[config.mk]
export PLATFORM = sky130hd
export DESIGN_NAME = dac_spi_frame_rx
export DESIGN_NICKNAME = d
export VERILOG_FILES = /design/src/rtl/dac_spi_frame_rx.sv
export SDC_FILE = /design/constraint.sdc
export NUM_CORES = 1
export LEC_CHECK = 0
export BUFFER_PORTS_ARGS = -buffer_cell sky130_fd_sc_hd__buf_2
export CORE_MARGIN = 2
export CORE_UTILIZATION = 55
export CTS_CLUSTER_DIAMETER = 120
export CTS_CLUSTER_SIZE = 10
export DETAILED_ROUTE_END_ITERATION = 7
export GPL_ROUTABILITY_DRIVEN = 0
export PLACE_DENSITY = 0.76
export SETUP_SLACK_MARGIN = 0.5
export SLEW_MARGIN = 15
export SYNTH_ARGS = -nofsm -noshare
export SYNTH_HDL_FRONTEND = slang
export SYNTH_SLANG_ARGS = --single-unit
export TNS_END_PERCENT = 5
[constraint.sdc]
create_clock -name clock_in -period 4.2 [get_ports clock_in]
set_input_delay 0.21 -clock clock_in [delete_from_list [all_inputs] [get_ports clock_in]]
set_output_delay 0.21 -clock clock_in [all_outputs]
set_load 0.02 [all_outputs]
[src/rtl/dac_spi_frame_rx.sv]
// Receive end of the 24-bit DAC SPI link: synchronizes CS/SCLK/SDI and
// presents each complete frame as a parallel word with a one-cycle valid pulse.
module dac_spi_frame_rx #(
   parameter int FRAME_BITS  = 24,
   parameter int SYNC_STAGES = 2
) (
   input  logic                  clock_in,
   input  logic                  reset_n,
   input  logic                  spi_cs_in,
   input  logic                  spi_clock_in,
   input  logic                  spi_data_in,
   output logic [FRAME_BITS-1:0] data_out,
   output logic                  data_valid,
   output logic                  frame_error,
   output logic                  busy
);

   localparam int CW = $clog2(FRAME_BITS + 1) + 1;

   typedef enum logic [1:0] {
      IDLE,
      SHIFT,
      DONE,
      ERR
   } state_t;

   logic [SYNC_STAGES-1:0] cs_sync_q, cs_sync_d;
   logic [SYNC_STAGES-1:0] sclk_sync_q, sclk_sync_d;
   logic [SYNC_STAGES-1:0] sdi_sync_q, sdi_sync_d;
   logic [SYNC_STAGES:0]   primed_q, primed_d;
   logic                   cs_prev_q;
   logic                   sclk_prev_q;
   logic                   armed_q;

   logic cs_s, sclk_s, sdi_s;
   logic cs_fall, cs_rise, sclk_fall;

   state_t                state_q;
   logic [CW-1:0]         cnt_q;
   logic [FRAME_BITS-1:0] shift_q;
   logic [FRAME_BITS-1:0] data_q;
   logic                  valid_q;
   logic                  err_q;
   logic                  busy_q;

   assign cs_sync_d   = {cs_sync_q[SYNC_STAGES-2:0], spi_cs_in};
   assign sclk_sync_d = {sclk_sync_q[SYNC_STAGES-2:0], spi_clock_in};
   assign sdi_sync_d  = {sdi_sync_q[SYNC_STAGES-2:0], spi_data_in};
   assign primed_d    = {primed_q[SYNC_STAGES-1:0], 1'b1};

   assign cs_s   = cs_sync_q[SYNC_STAGES-1];
   assign sclk_s = sclk_sync_q[SYNC_STAGES-1];
   assign sdi_s  = sdi_sync_q[SYNC_STAGES-1];

   assign cs_fall   = cs_prev_q & ~cs_s;
   assign cs_rise   = ~cs_prev_q & cs_s;
   assign sclk_fall = sclk_prev_q & ~sclk_s;

   always_ff @(posedge clock_in or negedge reset_n) begin
      if (!reset_n) begin
         cs_sync_q   <= '1;
         sclk_sync_q <= '1;
         sdi_sync_q  <= '0;
         cs_prev_q   <= 1'b1;
         sclk_prev_q <= 1'b1;
         primed_q    <= '0;
         armed_q     <= 1'b0;
      end else begin
         cs_sync_q   <= cs_sync_d;
         sclk_sync_q <= sclk_sync_d;
         sdi_sync_q  <= sdi_sync_d;
         cs_prev_q   <= cs_s;
         sclk_prev_q <= sclk_s;
         primed_q    <= primed_d;
         // A frame already running when reset releases must see CS high first
         if (primed_q[SYNC_STAGES] && cs_s)
            armed_q <= 1'b1;
      end
   end

   always_ff @(posedge clock_in or negedge reset_n) begin
      if (!reset_n) begin
         state_q <= IDLE;
         cnt_q   <= '0;
         shift_q <= '0;
         data_q  <= '0;
         valid_q <= 1'b0;
         err_q   <= 1'b0;
         busy_q  <= 1'b0;
      end else begin
         valid_q <= 1'b0;
         err_q   <= 1'b0;
         unique case (state_q)
            IDLE: begin
               if (cs_fall && armed_q) begin
                  state_q <= SHIFT;
                  cnt_q   <= '0;
                  shift_q <= '0;
                  busy_q  <= 1'b1;
               end
            end
            SHIFT: begin
               if (cs_rise) begin
                  busy_q  <= 1'b0;
                  state_q <= (cnt_q == CW'(FRAME_BITS)) ? DONE : ERR;
               end else if (sclk_fall) begin
                  shift_q <= {shift_q[FRAME_BITS-2:0], sdi_s};
                  if (cnt_q != {CW{1'b1}})
                     cnt_q <= cnt_q + CW'(1);
               end
            end
            DONE, ERR: begin
               if (state_q == DONE) begin
                  data_q  <= shift_q;
                  valid_q <= 1'b1;
               end else begin
                  err_q <= 1'b1;
               end
               // CS may already be low again for a back-to-back frame
               if (!cs_s) begin
                  state_q <= SHIFT;
                  cnt_q   <= '0;
                  shift_q <= '0;
                  busy_q  <= 1'b1;
               end else begin
                  state_q <= IDLE;
               end
            end
            default: state_q <= IDLE;
         endcase
      end
   end

   assign data_out    = data_q;
   assign data_valid  = valid_q;
   assign frame_error = err_q;
   assign busy        = busy_q;

endmodule
; Yosys cells after proc, flatten, opt, wreduce, memory -nomap -nowiden
; Index checks and enable logic that the tools add are counted.
[word_totals]
output_inout_bits = 27
latch_bits = 0
ramBits = 0
n_memories = 0
word_cells = 65
reg_bits = 71
romBits = 0
[op_classes]
n_bitwise = 6
add_sub_neg = 1
n_reduce_logical = 9
n_mul = 0
div = 0
muxes = 24
shift = 0
eq_ne = 11
order_cmp = 0
[ops]
columns = op, n
row1 = 24-bit two-way mux, 4
row2 = 24-bit one-hot mux with 3 select lines, 1
row3 = 6-bit two-way mux, 5
row4 = 6-bit one-hot mux with 3 select lines, 1
row5 = "2-bit inequality test, second input constant", 6
row6 = 1-bit two-way mux, 9
row7 = "6-bit by 1-bit adder with 6-bit output, second input constant", 1
row8 = "6-bit by 5-bit equality test with 1-bit output, second input constant", 1
row9 = "6-bit inequality test, second input constant", 1
row10 = 2-bit one-hot mux with 3 select lines, 1
row11 = 5-bit AND reduction, 1
row12 = "2-bit equality test, second input constant", 2
row13 = 2-bit two-way mux, 2
row14 = 2-bit AND reduction, 2
row15 = 4-bit AND reduction, 1
row16 = 1-bit AND, 3
row17 = 1-bit inverter, 3
row18 = 1-bit one-hot mux with 3 select lines, 1
row19 = 3-bit AND reduction, 1
row20 = "2-bit by 1-bit equality test with 1-bit output, second input constant", 1
row21 = 1-bit logical AND, 2
row22 = 2-bit logical NOT, 1
row23 = 2-bit OR reduction, 1

; Depth between registers and ports, before layout
; Gate-level depths: netlist (run 1).
[logic_depth]
depth_word = 5
ltp_mapped = 5

; Worst setup path before layout (run 1)
; Ideal clock, no wire load.
[synth_timing]
path_kind = flip-flop to flip-flop
start = register cs_prev_q
end = register shift_q[10]
setup_ns = 0.121
required_time_ns = 4.079
path_buffers = 1
stages_incl_launch_ff = 6
t_arrival_ns = 1.421
slack_ns = 2.658
period_less_slack_ns = 1.542
path_cell_list = dfstp_2 -> nand2_1 -> o31ai_2 -> nor2_4 -> buf_6 -> a22o_1
[synth_between]
elab_chain_len = 4
elab_cells_between_ends = 7
[synth_rtl]
columns = item, line
row1 = start: declaration, 31  ; logic cs_prev_q;
row2 = start signal: assignment, 72  ; cs_prev_q <= cs_s;
row3 = 1-bit AND or 1-bit inverter (tied branches), "55, 56"
row4 = 1-bit logical AND or 1-bit AND (tied branches), "95, 56"
row5 = 2-bit inequality test (no line), n/a
row6 = 4-bit AND reduction (no line) (*), n/a
row7 = end signal: assignment, 107  ; shift_q <= {shift_q[FRAME_BITS-2:0], sdi_s};
row8 = end: declaration, 40  ; logic [FRAME_BITS-1:0] shift_q;
; Mark *: on every way between the ends. The rest lies on a longest branch, timed or not.
; A chain may end at the register's enable or synchronous reset.

; Final worst setup path (run 1)
[layout_timing]
start = register cs_sync_q[1]
end = register cnt_q[5]
[layout_between]
elab_chain_len = 5
elab_cells_between_ends = 8
[layout_rtl]
columns = item, line
row1 = start: declaration, 27  ; logic [SYNC_STAGES-1:0] cs_sync_q, cs_sync_d;
row2 = start signal: assignment, 69  ; cs_sync_q <= cs_sync_d;
row3 = 1-bit inverter, 55  ; assign cs_fall = cs_prev_q & ~cs_s;
row4 = 1-bit AND, 55
row5 = 1-bit logical AND, 95  ; if (cs_fall && armed_q) begin
row6 = 2-bit inequality test (no line), n/a
row7 = 5-bit AND reduction (no line) (*), n/a
row8 = end signal: assignment, 109  ; cnt_q <= cnt_q + CW'(1);
row9 = end: declaration, 39  ; logic [CW-1:0] cnt_q;
; Marked as above.

==> results.sh, run 1 <==
export IMPL_status="finished, final reports clean"
export IMPL_post_route_period_util_pct=45.6
export IMPL_avgSynthCellArea_um2=14.9
export IMPL_fin_ws_ns=2.28
export IMPL_cts_tree="done"
export IMPL_die_h_um=74.4
export IMPL_worst_pin_slew_ns=0.718
export IMPL_place_hpwl_um=3040
export IMPL_wl_um=4530
export IMPL_die_x_um=74.4
export IMPL_vias_per_cell=5.48
export IMPL_synth_distinct_cells=37
export IMPL_leakage_nw=1.60
export IMPL_start_util_pct=57.3
export IMPL_hp_class="reg -> reg"
export IMPL_cts_buffers=9
export IMPL_dpl_instance_area_mm2=0.00290
export IMPL_ys_warn_count=0
export IMPL_crit_start="cs_sync_q[1]"
export IMPL_crit_required_ns=4.47
export IMPL_drv_slew=0
export IMPL_antenna_found_initial=0
export IMPL_grt_pass1_wl_um=7720
export IMPL_cts_max_level=3
export IMPL_critPathKind="reg -> reg"
export IMPL_drtIter0Drc=134
export IMPL_rsz0062_at_grt="false"
export IMPL_area_growth_syn_to_layout_pct=15.2
export IMPL_ant_nets=0
export IMPL_drc=0
export IMPL_clk_latency_ns=0.34
export IMPL_cts_sinks=71
export IMPL_clk_path_buf_depth=2
export IMPL_rows=25
export IMPL_post_place_ws_ns=2.24
export IMPL_grt_max_degree=38
export IMPL_finalPower_mw=1.49
export IMPL_synth_top_area_share_pct=59.7
export IMPL_ios=32
export IMPL_path_buf_inv=0
export IMPL_grt_pass1_vias=1614
export IMPL_fin_nets=229
export IMPL_drtPass1Iterations=4
export IMPL_coreArea_mm2=0.00475
export IMPL_ctsResizeCount=0
export IMPL_synth_top_area_cell="dfrtp_1"
export IMPL_peakVddDrop_mv=0.290
export IMPL_min_from="sclk_sync_q[0]"
export IMPL_post_cts_buffers=0
export IMPL_r2r_start="cs_sync_q[1]"
export IMPL_drive_gt1_share_pct=37.4
export IMPL_dpl_cell_count=274
export IMPL_slowest_delay_ns=0.60
export IMPL_hold_viol_final=0
export IMPL_fin_cells=294
export IMPL_clock_skew_ns=0.00707
export IMPL_post_drt_wl_per_cell_um=15.4
export IMPL_grt_util_all_layers_pct=19.5
export IMPL_ys_seq_area_share_pct=65.4
export IMPL_netlist_area_mm2=0.00273
export IMPL_cap_violations=0
export IMPL_period_minus_slack_ns=1.92
export IMPL_die_area_mm2=0.00554
export IMPL_setup_tns_final_ns=0
export IMPL_cp_arrival_ns=2.18
export IMPL_stdcell_area_mm2=0.00314
export IMPL_fmax_mhz=522
export IMPL_path_max_fanout=29
export IMPL_num_antenna_cells=0
export IMPL_crit_family="simple AND/OR/NAND/NOR gates"
export IMPL_syn_num_nets=190
export IMPL_whs_ns=0.358
export IMPL_cp_slowest_cell="dfstp_2"
export IMPL_start_kind="flip-flop"
export IMPL_cts_root_buf="clkbuf_8"
export IMPL_synth_seq_cells=71
export IMPL_relSlewSlack_pct=52.1
export IMPL_critical_path_endpoint_type="flip-flop"
export IMPL_fill_cells=373
export IMPL_io_buffers=31
export IMPL_yosys_top_cells_area="dfrtp_1 (60%), mux2_2 (9.9%), a22o_1 (7.7%), dfstp_2 (5.8%), buf_6 (2.1%)"
export IMPL_fin_util_pct=66.1
export IMPL_grt_overflow=0
export IMPL_path_cells="nand2b_1 > and4b_4 > nor2_4 > a2bb2oi_1"
export IMPL_ctsHoldBuffers=4
export IMPL_cellPowerDensity_mw_per_mm2=474
export IMPL_setup_viol=0
export IMPL_num_vias=1612
export IMPL_r2r_setup_slack_ns=2.28
export IMPL_clk_pin_slew_ns=0.07
export IMPL_syn_inst=183
cell type report:
cell class,instances,area (um2),area share (%)
sequential,71,1780,56.8
tap,67,83.8,2.67
clock buffer,9,124,3.94
inverter,6,22.5,0.717
timing repair buffer,36,203,6.45
multi-input combinational,98,851,27.1
clock inverter,7,72.6,2.31
cells by family after synthesis:
kind of cell | count (synthesis) | synth area share [%]
other cells | 1 | 0.138
flops | 71 | 65.4
simple gates | 23 | 5.14
mux | 24 | 9.91
buf+inv | 14 | 3.44
fa+ha+maj | 2 | 0.918
compound gates | 48 | 15.0
worst paths after layout:
check                                 end  depth (start not counted)
max                              cnt_q[5]                          4
min                        sclk_sync_q[1]                          0
max reg2reg                      cnt_q[5]                          4
min reg2reg                sclk_sync_q[1]                          0
max in group asynchronous     shift_q[18]                          3
min in group asynchronous        cnt_q[1]                          2
where the power goes:
group          switching (mW)  internal [mW]
logic                   0.107         0.0773
registers              0.0438          0.730
clock network           0.254          0.275
total                   0.405           1.08
state kept, by name, indices dropped and copies added (netlist names):
| signal | flops |
|---|---|
| cnt_q | 6 |
| armed_q | 1 |
| sclk_prev_q | 1 |
| sclk_sync_q | 2 |
| sdi_sync_q | 2 |
| data_out | 24 |
| cs_sync_q | 2 |
| cs_prev_q | 1 |
| busy | 1 |
| state_q | 2 |
| frame_error | 1 |
| primed_q | 3 |
| data_valid | 1 |
| shift_q | 24 |
metal layers:
metal  track usage (%)  share of wire [%]  vias to the layer above  wire length (um)
met5                 0                  0                        -                 0
met4              11.1                2.7                        0               123
met3              6.64                4.2                       13               192
met2              27.7                 48                       41              2160
met1              26.5                 45                      803              2050
li1                  -                  -                      755                 -
cell usage after synthesis (all sizes together):
library cell,instances
o22a,1
a22o,24
o41ai,1
nand3,3
a21bo,1
and3,2
and2b,1
o31a,2
a21oi,2
o211ai,1
a32o,1
o32ai,1
o31ai,1
buf,8
nand4b,1
mux2,24
o2111ai,1
nand2b,4
ha,2
a21o,1
and4b,1
a22oi,2
dfstp,6
nor2,3
nor3,1
and2,2
dfrtp,65
a31oi,2
a32oi,1
a2bb2oi,2
nand2,5
inv,6
o21ai,4
conb,1
cells in the final DEF (no fill, tap or decap), types with 3 or more instances in the layout:
| master | instances |
|---|---|
| mux2_2 | 24 |
| inv_1 | 6 |
| buf_2 | 31 |
| dfstp_2 | 6 |
| dlygate4sd3_1 | 4 |
| nand3_1 | 3 |
| nand2_1 | 5 |
| clkbuf_8 | 9 |
| dfrtp_1 | 65 |
| a22o_1 | 24 |
| o21ai_0 | 3 |
| nand2b_1 | 3 |
(Power assumes the default switching activity.)
==> inputs of run 2 (changes only) <==
==> constraint.sdc (replaced) <==
create_clock -name clock_in -period 1.9 [get_ports clock_in]
set_input_delay 0.095 -clock clock_in [delete_from_list [all_inputs] [get_ports clock_in]]
set_output_delay 0.095 -clock clock_in [all_outputs]
set_load 0.02 [all_outputs]
==> run 2 against run 1 <==
Effect of this change:
- power is 130% higher
- via count is 7.8% higher
- first-iteration DRC count decreased by 42%
- clock power is 120% higher
- critical endpoint is now cnt_q[1]
==> results.sh, run 2 (synthesis gave the netlist of run 1 again) <==
export IMPL_status="finished, final reports clean"
export IMPL_vias_per_cell=5.61
export IMPL_critPathKind="reg -> reg"
export IMPL_fin_cells=310
export IMPL_drc=0
export IMPL_grt_pass1_vias=1785
export IMPL_die_x_um=74.4
export IMPL_drive_gt1_share_pct=43.6
export IMPL_fmax_mhz=636
export IMPL_setup_tns_final_ns=0
export IMPL_io_buffers=31
export IMPL_hp_class="in -> async"
export IMPL_cts_root_buf="clkbuf_8"
export IMPL_antenna_found_initial=0
export IMPL_num_antenna_cells=0
export IMPL_die_area_mm2=0.00554
export IMPL_relSlewSlack_pct=63.2
export IMPL_finalPower_mw=3.43
export IMPL_period_minus_slack_ns=1.57
export IMPL_critical_path_endpoint_type="flip-flop"
export IMPL_cap_violations=0
export IMPL_cts_buffers=9
export IMPL_die_h_um=74.4
export IMPL_worst_pin_slew_ns=0.551
export IMPL_fin_nets=245
export IMPL_cp_arrival_ns=1.81
export IMPL_final_common_cell="dfrtp_1"
export IMPL_ios=32
export IMPL_layout_common_cells="dfrtp_1 (64), buf_2 (31), mux2_2 (24), a22o_1 (24), buf_4 (12)"
export IMPL_clk_latency_ns=0.35
export IMPL_fill_cells=337
export IMPL_peakVddDrop_mv=0.763
export IMPL_whs_ns=0.273
export IMPL_crit_required_ns=2.13
export IMPL_clock_skew_ns=0.0108
export IMPL_coreArea_mm2=0.00475
export IMPL_cellPowerDensity_mw_per_mm2=1010
export IMPL_grt_overflow=0
export IMPL_clk_path_buf_depth=2
export IMPL_grt_util_all_layers_pct=21.6
export IMPL_start_kind="flip-flop"
export IMPL_num_vias=1738
export IMPL_drv_slew=0
export IMPL_area_growth_syn_to_layout_pct=24.0
export IMPL_clk_pin_slew_ns=0.08
export IMPL_post_route_period_util_pct=82.7
export IMPL_hold_viol_final=0
export IMPL_grt_max_degree=33
export IMPL_path_max_fanout=6
export IMPL_cts_sinks=71
export IMPL_drtIter0Drc=78
export IMPL_wl_um=5250
export IMPL_dpl_cell_count=278
export IMPL_grt_pass1_wl_um=8670
export IMPL_place_hpwl_um=3130
export IMPL_rsz0062_at_grt="true"
export IMPL_ant_nets=0
export IMPL_post_drt_wl_per_cell_um=16.9
export IMPL_drtPass1Iterations=4
export IMPL_cts_tree="done"
export IMPL_leakage_nw=1.73
export IMPL_start_util_pct=57.3
export IMPL_rows=25
export IMPL_cts_max_level=3
export IMPL_setup_viol=0
## run 2: worst max-delay path, cell delays in order, from the launching register on
cell and delay, ns:
dfrtp_2 0.44, buf_4 0.16, o31ai_4 0.37, buf_4 0.20, o32ai_2 0.08, a32o_1 0.22
## run 2: area by class of cell
type,count,area [um2],area share [%]
timing repair buffer,52,389,11.5
clock inverter,7,71.3,2.11
clock buffer,9,124,3.66
multi-input combinational,98,905,26.8
inverter,6,22.5,0.666
tap,67,83.8,2.48
sequential,71,1790,52.8
## run 2: through the flow
| step | setup slack [ns] | utilization (%) | instance area (um2) |
|---|---|---|---|
| 6_report | 0.328 | 71.1 | 3380 |
| 5_1_grt | 0.290 | 71.1 | 3380 |
| 4_1_cts | 0.350 | 70.6 | 3360 |
| 3_5_place_dp | 0.278 | 62.5 | 2970 |
| 3_3_place_gp | 0.346 | 62.5 | 2970 |
| 2_1_floorplan | 0.436 | - | 2740 |
## run 2: layer usage
| layer | vias up | global-route usage, % | part of all wire, % |
|---|---|---|---|
| met5 | - | 0 | 0 |
| met4 | 0 | 14.9 | 4.1 |
| met3 | 22 | 6.10 | 4.4 |
| met2 | 61 | 32.8 | 48 |
| met1 | 872 | 26.8 | 44 |
| li1 | 783 | - | - |
## run 2: path summary, 6_finish.rpt
kind | startpoint | end | slack [ns] | cells past startpoint
worst max-delay path | state_q[0] | cnt_q[1] | 0.33 | 5
worst min-delay path | reset_n | shift_q[18] | 0.27 | 2
worst max register to register | state_q[0] | cnt_q[1] | 0.33 | 5
worst min register to register | primed_q[0] | primed_q[1] | 0.36 | 0
min in group clock_in | primed_q[0] | primed_q[1] | 0.36 | 0
max in group asynchronous | reset_n | cs_sync_q[1] | 0.93 | 3
## run 2: what timing repair did
action                                 4_1_cts  5_1_grt
buffers inserted                             8        1
setup endpoints to repair                   54       55
hold buffers                                 4        0
gates resized for setup                      8        3
pin swaps                                    4        2
endpoints found under the hold margin       23        0
gates cloned                                 2        1
## run 2: report_power, final
group          leakage (nW)  switching [mW]  internal [mW]
registers             0.939          0.0981           1.61
logic                 0.685           0.285          0.261
clock network         0.104           0.562          0.610
==> inputs of run 3 (changes only) <==
==> constraint.sdc (replaced) <==
create_clock -name clock_in -period 1.5 [get_ports clock_in]
set_input_delay 0.075 -clock clock_in [delete_from_list [all_inputs] [get_ports clock_in]]
set_output_delay 0.075 -clock clock_in [all_outputs]
set_load 0.02 [all_outputs]
==> run 3 against run 2 <==
Effect of this change:
- the run now ends with negative setup slack left
- fmax grew 0.65%
- routed wire length is 2.0% lower
- via count grew 0.40%
- flip-flop and latch count unchanged
- die area stayed put
- combinational power is 26% higher
- critical path type unchanged
- largest cell class unchanged
==> results.sh, run 3 (synthesis gave the netlist of run 1 again) <==
export IMPL_vias_per_cell=5.61
export IMPL_timing_rr_end="cnt_q[1]"
export IMPL_hold_viol_final=0
export IMPL_reg2regPathDepth=5
export IMPL_area_growth_syn_to_layout_pct=28.6
export IMPL_start_util_pct=57.3
export IMPL_grt_pass1_vias=1834
export IMPL_coreArea_mm2=0.00475
export IMPL_cts_buffers=9
export IMPL_drv_slew=0
export IMPL_drtPass1Iterations=6
export IMPL_num_vias=1745
export IMPL_setup_viol=23
export IMPL_multi_input_area_um2=906
export IMPL_violations="negative setup slack"
export IMPL_status="finished with violations"
export IMPL_clk_pin_slew_ns=0.07
export IMPL_intPower_mw=3.49
export IMPL_post_route_period_util_pct=104
export IMPL_fin_nets=246
export IMPL_switching_share_pct=25.5
export IMPL_setup_tns_final_ns=-0.555
export IMPL_antenna_found_initial=0
export IMPL_power_frac_seq_pct=46.2
export IMPL_die_h_um=74.4
export IMPL_clkPwrFrac_pct=39.0
export IMPL_layout_common_cells="dfrtp_1 (65), mux2_2 (24), a22o_1 (24)"
export IMPL_clk_path_buf_depth=2
export IMPL_leakage_nw=1.75
export IMPL_clk_latency_ns=0.35
export IMPL_post_drt_wl_per_cell_um=16.5
export IMPL_drive_gt1_share_pct=43.4
export IMPL_cts_root_buf="clkbuf_8"
export IMPL_die_x_um=74.4
export IMPL_r2r_setup_slack_ns=-0.06
export IMPL_cts_tree="done"
export IMPL_clock_skew_ns=0.0105
export IMPL_period_minus_slack_ns=1.56
export IMPL_peakVddDrop_mv=1.28
export IMPL_place_hpwl_um=3000
export IMPL_cts_sinks=71
export IMPL_switchingPower_mw=1.19
export IMPL_grt_overflow=0
export IMPL_fmax_mhz=640
export IMPL_cap_violations=0
export IMPL_final_common_cell="dfrtp_1"
export IMPL_seq_area_mm2=0.00178
export IMPL_fin_ws_ns=-0.0617
export IMPL_comb_power_share_pct=14.7
export IMPL_io_buffers=31
export IMPL_fill_cells=315
export IMPL_cts_max_level=3
export IMPL_num_antenna_cells=0
export IMPL_crit_required_ns=1.73
export IMPL_stdcell_area_mm2=0.00351
export IMPL_critPathKind="reg -> reg"
export IMPL_ant_nets=0
export IMPL_fin_util_pct=73.8
export IMPL_r2r_start="cs_prev_q"
export IMPL_rows=25
export IMPL_drtIter0Drc=115
export IMPL_drc=0
export IMPL_start_kind="flip-flop"
export IMPL_path_max_fanout=4
export IMPL_ios=32
export IMPL_grt_max_degree=72
export IMPL_cellPowerDensity_mw_per_mm2=1330
export IMPL_hp_class="in -> async"
export IMPL_grt_pass1_wl_um=8470
export IMPL_cp_arrival_ns=1.79
export IMPL_grt_util_all_layers_pct=21.2
export IMPL_dpl_instance_area_mm2=0.00302
export IMPL_rsz0062_at_grt="true"
export IMPL_wl_um=5140
export IMPL_critical_path_endpoint_type="flip-flop"
export IMPL_die_area_mm2=0.00554
## run 3: cell types whose count changed in the layout (fill, tap and decap cells not counted), moves of 2 or more
cell,change
buf_2,-14
buf_4,-3
buf_6,+18
bufinv_16,+2
clkinv_2,-2
## run 3: how the worst max path moves through the flow
stage	startpoint	endpoint	slack, ns	cells after the start
3_3_place_gp	cs_sync_q[1]	cnt_q[4]	-0.1	4
2_1_floorplan	state_q[1]	cnt_q[1]	0.04	5
6_report	cs_prev_q	cnt_q[1]	-0.06	5
4_1_cts	cs_prev_q	cnt_q[1]	-0.04	5
3_5_place_dp	cs_sync_q[1]	cnt_q[5]	-0.14	4
5_1_grt	cs_prev_q	cnt_q[1]	-0.1	5
## run 3: power groups by stage
stage | Sequential, mW | Clock, mW | Combinational [mW]
final | 2.16 | 1.83 | 0.688
after global routing | 2.19 | 1.95 | 0.755
after CTS | 2.15 | 1.86 | 0.635
after detailed placement | 2.19 | 0 | 0.568
after global placement | 2.18 | 0 | 0.557
after floorplan | 2.22 | 0 | 0.352
## run 3: per-layer routing
layer,vias to the layer above,global-route usage [%],part of all wire [%]
met2,47,33.3,50
met3,11,7.86,4.4
met5,-,0,0
li1,788,-,-
met4,0,11.3,1.7
met1,899,25.7,44
## run 3: worst max-delay path: stages, from the launching register on
cell	delay [ns]
dfstp_2	0.58
nand2b_4	0.14
and4b_4	0.30
buf_6	0.14
o32ai_2	0.08
a32o_1	0.21
## run 3: cell type report
| cell class | instances | share of cell area (%) |
|---|---|---|
| multi-input combinational | 99 | 25.8 |
| sequential | 71 | 50.9 |
| clock inverter | 7 | 3.42 |
| timing repair buffer | 52 | 13.3 |
| tap | 67 | 2.39 |
| inverter | 6 | 0.642 |
| clock buffer | 9 | 3.53 |
## run 3: per-stage QoR
stage | power, mW | hold slack (ns) | instances | setup slack [ns]
floorplan | 2.57 | -0.221 | 183 | 0.0360
global placement | 2.73 | 0.122 | 284 | -0.0986
detailed placement | 2.76 | 0.118 | 284 | -0.142
CTS | 4.65 | 0.292 | 311 | -0.0411
global route | 4.89 | 0.324 | 311 | -0.0992
finish | 4.68 | 0.284 | 311 | -0.0617
## run 3: what timing repair did
action / 4_1_cts / 5_1_grt
gates cloned: 1 / 0
buffers inserted: 6 / 0
pin swaps: 11 / 13
resized for setup: 7 / 33
hold buffers: 4 / 0
hold endpoints to repair: 68 / 0
setup endpoints to repair: 58 / 72
